==> config.mk <==
export PLATFORM = sky130hd
export DESIGN_NAME = load_store_unit
export DESIGN_NICKNAME = d
export VERILOG_FILES = /design/src/rtl/pisa_mem_pkg.sv /design/src/rtl/load_extend.sv /design/src/rtl/load_store_unit.sv
export SDC_FILE = /design/constraint.sdc
export NUM_CORES = 1
export LEC_CHECK = 0
export CAP_MARGIN = 20
export CORE_MARGIN = 10
export CORE_UTILIZATION = 30
export CTS_CLUSTER_SIZE = 40
export DETAILED_ROUTE_END_ITERATION = 10
export PLACE_DENSITY = 0.68
export SLEW_MARGIN = 20
export SYNTH_ARGS = -nofsm -noshare
export SYNTH_HDL_FRONTEND = slang
export SYNTH_SLANG_ARGS = --single-unit
==> constraint.sdc <==
create_clock -name clk -period 2.1 [get_ports clk]
set_input_delay 0.63 -clock clk [delete_from_list [all_inputs] [get_ports clk]]
set_output_delay 0.63 -clock clk [all_outputs]
set_load 0.03 [all_outputs]
==> src/rtl/pisa_mem_pkg.sv <==
// rtl/pisa_mem_pkg.sv - size codes, LSU state enum and size normalisation helper
package pisa_mem_pkg;

    localparam logic [1:0] MEM_BYTE = 2'b00;
    localparam logic [1:0] MEM_HALF = 2'b01;
    localparam logic [1:0] MEM_WORD = 2'b10;

    typedef enum logic [1:0] {
        IDLE    = 2'b00,
        ACCESS  = 2'b01,
        CAPTURE = 2'b10,
        RESP    = 2'b11
    } lsu_state_t;

    // Size code 11 behaves as a word everywhere downstream.
    function automatic logic [1:0] normalize_size(input logic [1:0] size);
        return (size == 2'b11) ? MEM_WORD : size;
    endfunction

endpackage

==> src/rtl/load_extend.sv <==
// rtl/load_extend.sv - combinational sign/zero extension of LSB-aligned load data
module load_extend
    import pisa_mem_pkg::*;
(
    input  logic [31:0] data,
    input  logic [1:0]  size,
    input  logic        sign_ext,
    output logic [31:0] result
);

    always_comb begin
        result = data;
        case (size)
            MEM_BYTE: result = {{24{sign_ext & data[7]}}, data[7:0]};
            MEM_HALF: result = {{16{sign_ext & data[15]}}, data[15:0]};
            default:  result = data;
        endcase
    end

endmodule

==> src/rtl/load_store_unit.sv <==
// rtl/load_store_unit.sv - single-outstanding load/store unit for a byte-lane memory
module load_store_unit
    import pisa_mem_pkg::*;
#(
    parameter int READ_LATENCY = 1
) (
    input  logic        clk,
    input  logic        rst,
    input  logic        req_valid,
    output logic        req_ready,
    input  logic        req_write,
    input  logic [1:0]  req_size,
    input  logic        req_signed,
    input  logic [31:0] req_addr,
    input  logic [31:0] req_wdata,
    output logic        resp_valid,
    input  logic        resp_ready,
    output logic [31:0] resp_rdata,
    output logic [31:0] memory_address,
    output logic [31:0] memory_in,
    output logic [1:0]  memory_size,
    output logic        memory_write_enable,
    input  logic [31:0] memory_out
);

    localparam logic [1:0] CAP_LAST = 2'(READ_LATENCY - 1);

    lsu_state_t  state;
    logic [1:0]  cap_cnt;
    logic        write_q;
    logic        signed_q;
    logic [31:0] extended;

    load_extend u_load_extend (
        .data     (memory_out),
        .size     (memory_size),
        .sign_ext (signed_q),
        .result   (extended)
    );

    // memory_* are loaded at accept so they are already valid in the ACCESS cycle.
    always_ff @(posedge clk) begin
        if (rst) begin
            state               <= IDLE;
            cap_cnt             <= 2'd0;
            write_q             <= 1'b0;
            signed_q            <= 1'b0;
            req_ready           <= 1'b1;
            resp_valid          <= 1'b0;
            resp_rdata          <= 32'd0;
            memory_address      <= 32'd0;
            memory_in           <= 32'd0;
            memory_size         <= 2'd0;
            memory_write_enable <= 1'b0;
        end else begin
            case (state)
                IDLE: begin
                    if (req_valid && req_ready) begin
                        memory_address      <= req_addr;
                        memory_in           <= req_wdata;
                        memory_size         <= normalize_size(req_size);
                        memory_write_enable <= req_write;
                        write_q             <= req_write;
                        signed_q            <= req_signed;
                        req_ready           <= 1'b0;
                        state               <= ACCESS;
                    end
                end
                ACCESS: begin
                    memory_write_enable <= 1'b0;
                    cap_cnt             <= 2'd0;
                    if (write_q) begin
                        resp_rdata <= 32'd0;
                        resp_valid <= 1'b1;
                        state      <= RESP;
                    end else begin
                        state <= CAPTURE;
                    end
                end
                CAPTURE: begin
                    if (cap_cnt == CAP_LAST) begin
                        cap_cnt    <= 2'd0;
                        resp_rdata <= extended;
                        resp_valid <= 1'b1;
                        state      <= RESP;
                    end else begin
                        cap_cnt <= cap_cnt + 2'd1;
                    end
                end
                RESP: begin
                    // req_ready rises only after this edge, so the exit cycle accepts nothing.
                    if (resp_ready) begin
                        resp_valid <= 1'b0;
                        req_ready  <= 1'b1;
                        state      <= IDLE;
                    end
                end
                default: state <= IDLE;
            endcase
        end
    end

endmodule

# == Word level (Yosys, flattened, before mapping) ==
# Cells that the tools add are included.
# op_classes
n_eq_ne,9
muxes,21
n_bitwise,2
reduce_logical,14
add_sub_neg,1
# op_table
cell,n
one-hot mux 32 bit (2 select lines),2
2-to-1 mux 32 bit,2
2-to-1 mux 2 bit,5
AND reduction 3 bit,3
"inequality test 2 bit, second input constant",4
one-hot mux 2 bit (4 select lines),1
2-to-1 mux 1 bit,7
"== test 2 bit, second input constant",3
zero test 2 bit,3
nonzero test 2 bit,3
"== test 2 x 1 -> 1 bit, second input constant",2
one-hot mux 1 bit (2 select lines),2
one-hot mux 2 bit (2 select lines),1
AND reduction 2 bit,2
AND reduction 4 bit,1
one-hot mux 1 bit (3 select lines),1
nonzero test 3 bit,1
"adder 2 x 1 -> 2 bit, second input constant",1
bitwise AND 1 bit,2
logical AND 1 bit,1
# totals
wordCells,58
output_inout_bits,101
ff_bits,107
input_bits,104

# == Longest topological paths before layout ==
# logic_depth
ltp_word,4
mapped_depth,8
mapped_depth_nobuf,5

# == By module ==
# A second synthesis with hierarchy kept.
# unflattened
cells_unflattened,594
hier_area_um2,4561.9
# modules_own_cells
mod,area_each_um2,cells_per_inst,seq_area_each_um2,n_inst
load_store_unit,4176.5,528,2142.1,1
load_extend,385.4,66,0.0,1

# == Least setup slack after synthesis ==
# No wires, ideal clock.
# synth_timing
path_kind,register to register
from,register state[0]
to,register state[0]
path_slack_ns,0.468
n_path_buf,1
arrival_time_ns,1.490
t_required_ns,1.957
setup_time_ns,0.143
period_less_slack_ns,1.632
stages_incl_launch_ff,7
path_cell_list,dfxtp_1 > inv_1 > ha_1 > and2b_4 > buf_4 > a2111oi_0 > o32ai_1
# synth_via
elab_chain_len,3
elab_cells_between_ends,9
classes_between,6 x eq/ne; 1 x mux; 2 x reduce/logical
# synth_lines
element,line,text
start: declaration,load_store_unit.sv:28,lsu_state_t state;
start signal: assignment,load_store_unit.sv:44,state <= IDLE;
start signal: assignment,load_store_unit.sv:66,state <= ACCESS;
start signal: assignment,load_store_unit.sv:75,state <= RESP;
== test 2 bit / zero test 2 bit (equally long branches),load_store_unit.sv:56,case (state)
inequality test 2 bit (no line),-,
AND reduction 3 bit (no line),-,
# Parallel ways exist; a longest one is shown, timed or not.
# A chain may end at the register's enable or synchronous reset.

# == Worst setup path in the final report ==
# layout_timing
from,register resp_rdata[13]
to,output port resp_rdata[13]
# layout_lines
element,line,text
start: declaration,load_store_unit.sv:18,"output logic [31:0] resp_rdata,"
start signal: assignment,load_store_unit.sv:83,resp_rdata <= extended;
# No word-level cell between the ends.

==> results.json <==
{
  "status": "finished clean",
  "cts_tree": "built",
  "syn_nets": 625,
  "grtUsageTotal_pct": 14.0,
  "hold_ws_ns": 0.452,
  "io_buffer_count": 204,
  "worst_path_max_delay_cell": "clkdlybuf4s50_1",
  "cp_num_cells": 1,
  "worstSetupEndpointType": "output port",
  "ys_top_cells_by_area": "dfxtp_1, a21oi_1, nand2_1",
  "die_h_um": 141,
  "drv_slew": 0,
  "cp-start-kind": "flip-flop",
  "timing.final.crit_share_pct": 96.5,
  "via_per_inst": 4.83,
  "place_area_mm2": 0.00667,
  "required_ns": 1.47,
  "vias": 4313,
  "wl_per_cell_um": 16.4,
  "synth_top_area_share_pct": 48.7,
  "root_buffer": "clkbuf_16",
  "relSlewSlack_pct": 56.1,
  "netlist_area_mm2": 0.00440,
  "syn_area_per_cell_um2": 8.56,
  "setup-violations-final": 0,
  "gp_congestion": 0.814,
  "reg2reg_from": "state[0]",
  "critPathArrivalTime_ns": 1.40,
  "cp_top_family": "buffers and inverters",
  "clkTransAtPathRegs_ns": 0.07,
  "yosys_warnings": 0,
  "cts.sinks": 107,
  "synth_cell_types": 34,
  "yosysTopAreaCell": "dfxtp_1",
  "antenna_found_initial": 0,
  "grt_pass1_vias": 4259,
  "ys_dominant_reg_cell": "dfxtp_1",
  "cp_cell_sequence": "clkdlybuf4s50_1",
  "cp_slowest_stage_delay_ns": 0.70,
  "skew_ns": 0.00688,
  "initial_core_util_pct": 30.4,
  "p_leak_uw": 0.00243,
  "tns_ns": 0,
  "grt_max_degree": 45,
  "cap_violations": 0,
  "overflow": 0,
  "drive_above_1_share_pct": 8.18,
  "async_flop_share_pct": 0,
  "clockBufferDepth": 2,
  "holdBufCountCts": 0,
  "wl_um": 14700,
  "r2r_end": "state[1]",
  "die_w_um": 141,
  "report.final.hold_viol_count": 0,
  "core_mm2": 0.0145,
  "dp_slack_ns": 0.114,
  "syn_to_final_growth_pct": 58.6,
  "rrSetupSlack_ns": 0.31,
  "cp_max_fo": 2,
  "ant_nets": 0,
  "diodes": 0,
  "layout_setup_ws_ns": 0.0740,
  "ioPinCount": 205,
  "dieArea_mm2": 0.0199,
  "hpwl_um": 11100,
  "ir_drop_uv": 648,
  "ys_seq_area_share_pct": 48.7,
  "rows": 44,
  "power_density_mw_per_mm2": 1040,
  "fin_area_mm2": 0.00698,
  "drtIter0Drc": 211,
  "worst_r2r_path_depth": 5,
  "clock_latency_ns": 0.34,
  "finalCriticalPeriod_ns": 2.03,
  "synth_enable_flop_cells": 0,
  "hold_class": "reg2reg",
  "synthCells": 514,
  "crit_path_start": "resp_rdata[13]",
  "synth-seq-cells": 107,
  "final_nets": 816,
  "rsz0062_at_grt": "false",
  "cts_max_level": 3,
  "critPathKind": "reg2out",
  "grt_pass1_wl_um": 22900,
  "drc": 0,
  "crit_end": "resp_rdata[13]",
  "worst_pin_slew_ns": 0.656,
  "cts_made_buffers": 9,
  "crit_buf_inv": 1,
  "total_power_uw": 7240,
  "dr.pass1.iters": 4,
  "max_freq_mhz": 494
}
-- routing by layer --
metal | track usage (%) | part of all wire [%] | up-vias | wire length [µm]
met4 | 4.78 | 1.4 | 0 | 211
met2 | 22.7 | 47 | 129 | 6900
li1 | - | - | 2151 | -
met3 | 5.51 | 8.5 | 14 | 1240
met5 | 0 | 0 | - | 0
met1 | 16.4 | 43 | 2019 | 6300
-- cell usage in the layout (no fill, tap or decap), drive strengths merged, types with 2 or more instances in the layout --
cell type / count
a21oi: 108
buf: 25
clkbuf: 14
clkdlybuf4s50: 201
dfxtp: 107
ha: 7
inv: 6
nand2: 136
nand2b: 21
nand3: 12
nand3b: 2
nor2b: 3
o211ai: 9
o21a: 8
o31ai: 17
o32ai: 17
-- cell usage after synthesis, types with 3 or more instances --
library cell  number
nand2_1          136
a21oi_1          108
dfxtp_1          107
nand2b_1          21
buf_2             17
clkbuf_1          17
o31ai_1           17
nand3_1           12
o32ai_2           10
o211ai_1           8
o21a_1             8
ha_1               7
o32ai_1            7
buf_4              6
inv_1              6
buf_6              5
nor2b_1            3
-- what timing repair did --
item	in CTS	in global routing
cloned	0	0
buffers inserted	0	0
gates resized for setup	1	1
setup endpoints to repair	1	2
pin swaps	0	0
-- flip-flops by register name, summed over array words and instances (netlist names), 2 cells and up --
signal / count
cap_cnt: 2
state: 2
memory_in: 32
memory_address: 32
resp_rdata: 32
memory_size: 2
-- worst min path at each step --
stage,end,cells past startpoint,from
after CTS,memory_in[29],2,memory_in[29]
after global routing,memory_address[20],2,memory_address[20]
final,memory_address[10],2,memory_address[10]
after global placement,memory_address[10],2,memory_address[10]
after detailed placement,memory_in[29],2,memory_in[29]
after floorplan,signed_q,2,signed_q
-- where the power goes --
| group | total (µW) | internal, µW | switching [µW] |
|---|---|---|---|
| registers | 2480 | 2320 | 158 |
| logic | 2990 | 1220 | 1770 |
| clock network | 1770 | 1050 | 717 |
| total | 7240 | 4590 | 2650 |
-- cell type report --
class,instances,area (µm²)
fillers,1368,7500
repair buffers,227,2280
flip-flops and latches,107,2140
multi-input cells,354,1990
clock buffers,14,284
well taps,184,230
clock inverters,1,30.0
inverters,6,22.5
-- tightest hold or removal path, stage by stage, from the launching register on --
cell and delay (ns):
dfxtp_1 0.31, nand2_1 0.05, a21oi_1 0.05
-- kinds of logic (layout without fill, tap and decap cells) --
logic type,Yosys count,in the layout,share of synthesized area (%)
buffers and inverters,53,248,6.37
adders and majority gates,7,7,1.99
AOI/OAI and AO/OA,163,163,24.2
and+or+nand+nor,183,183,18.5
muxes,1,1,0.256
DFF,107,107,48.7
-- stage by stage --
step | util [%] | instances
global route | 48.2 | 893
global placement | 46.0 | 878
CTS | 48.2 | 893
floorplan | - | 514
detailed placement | 46.0 | 878
finish | 48.2 | 893
No activity file was read; power rests on OpenSTA's default activity.
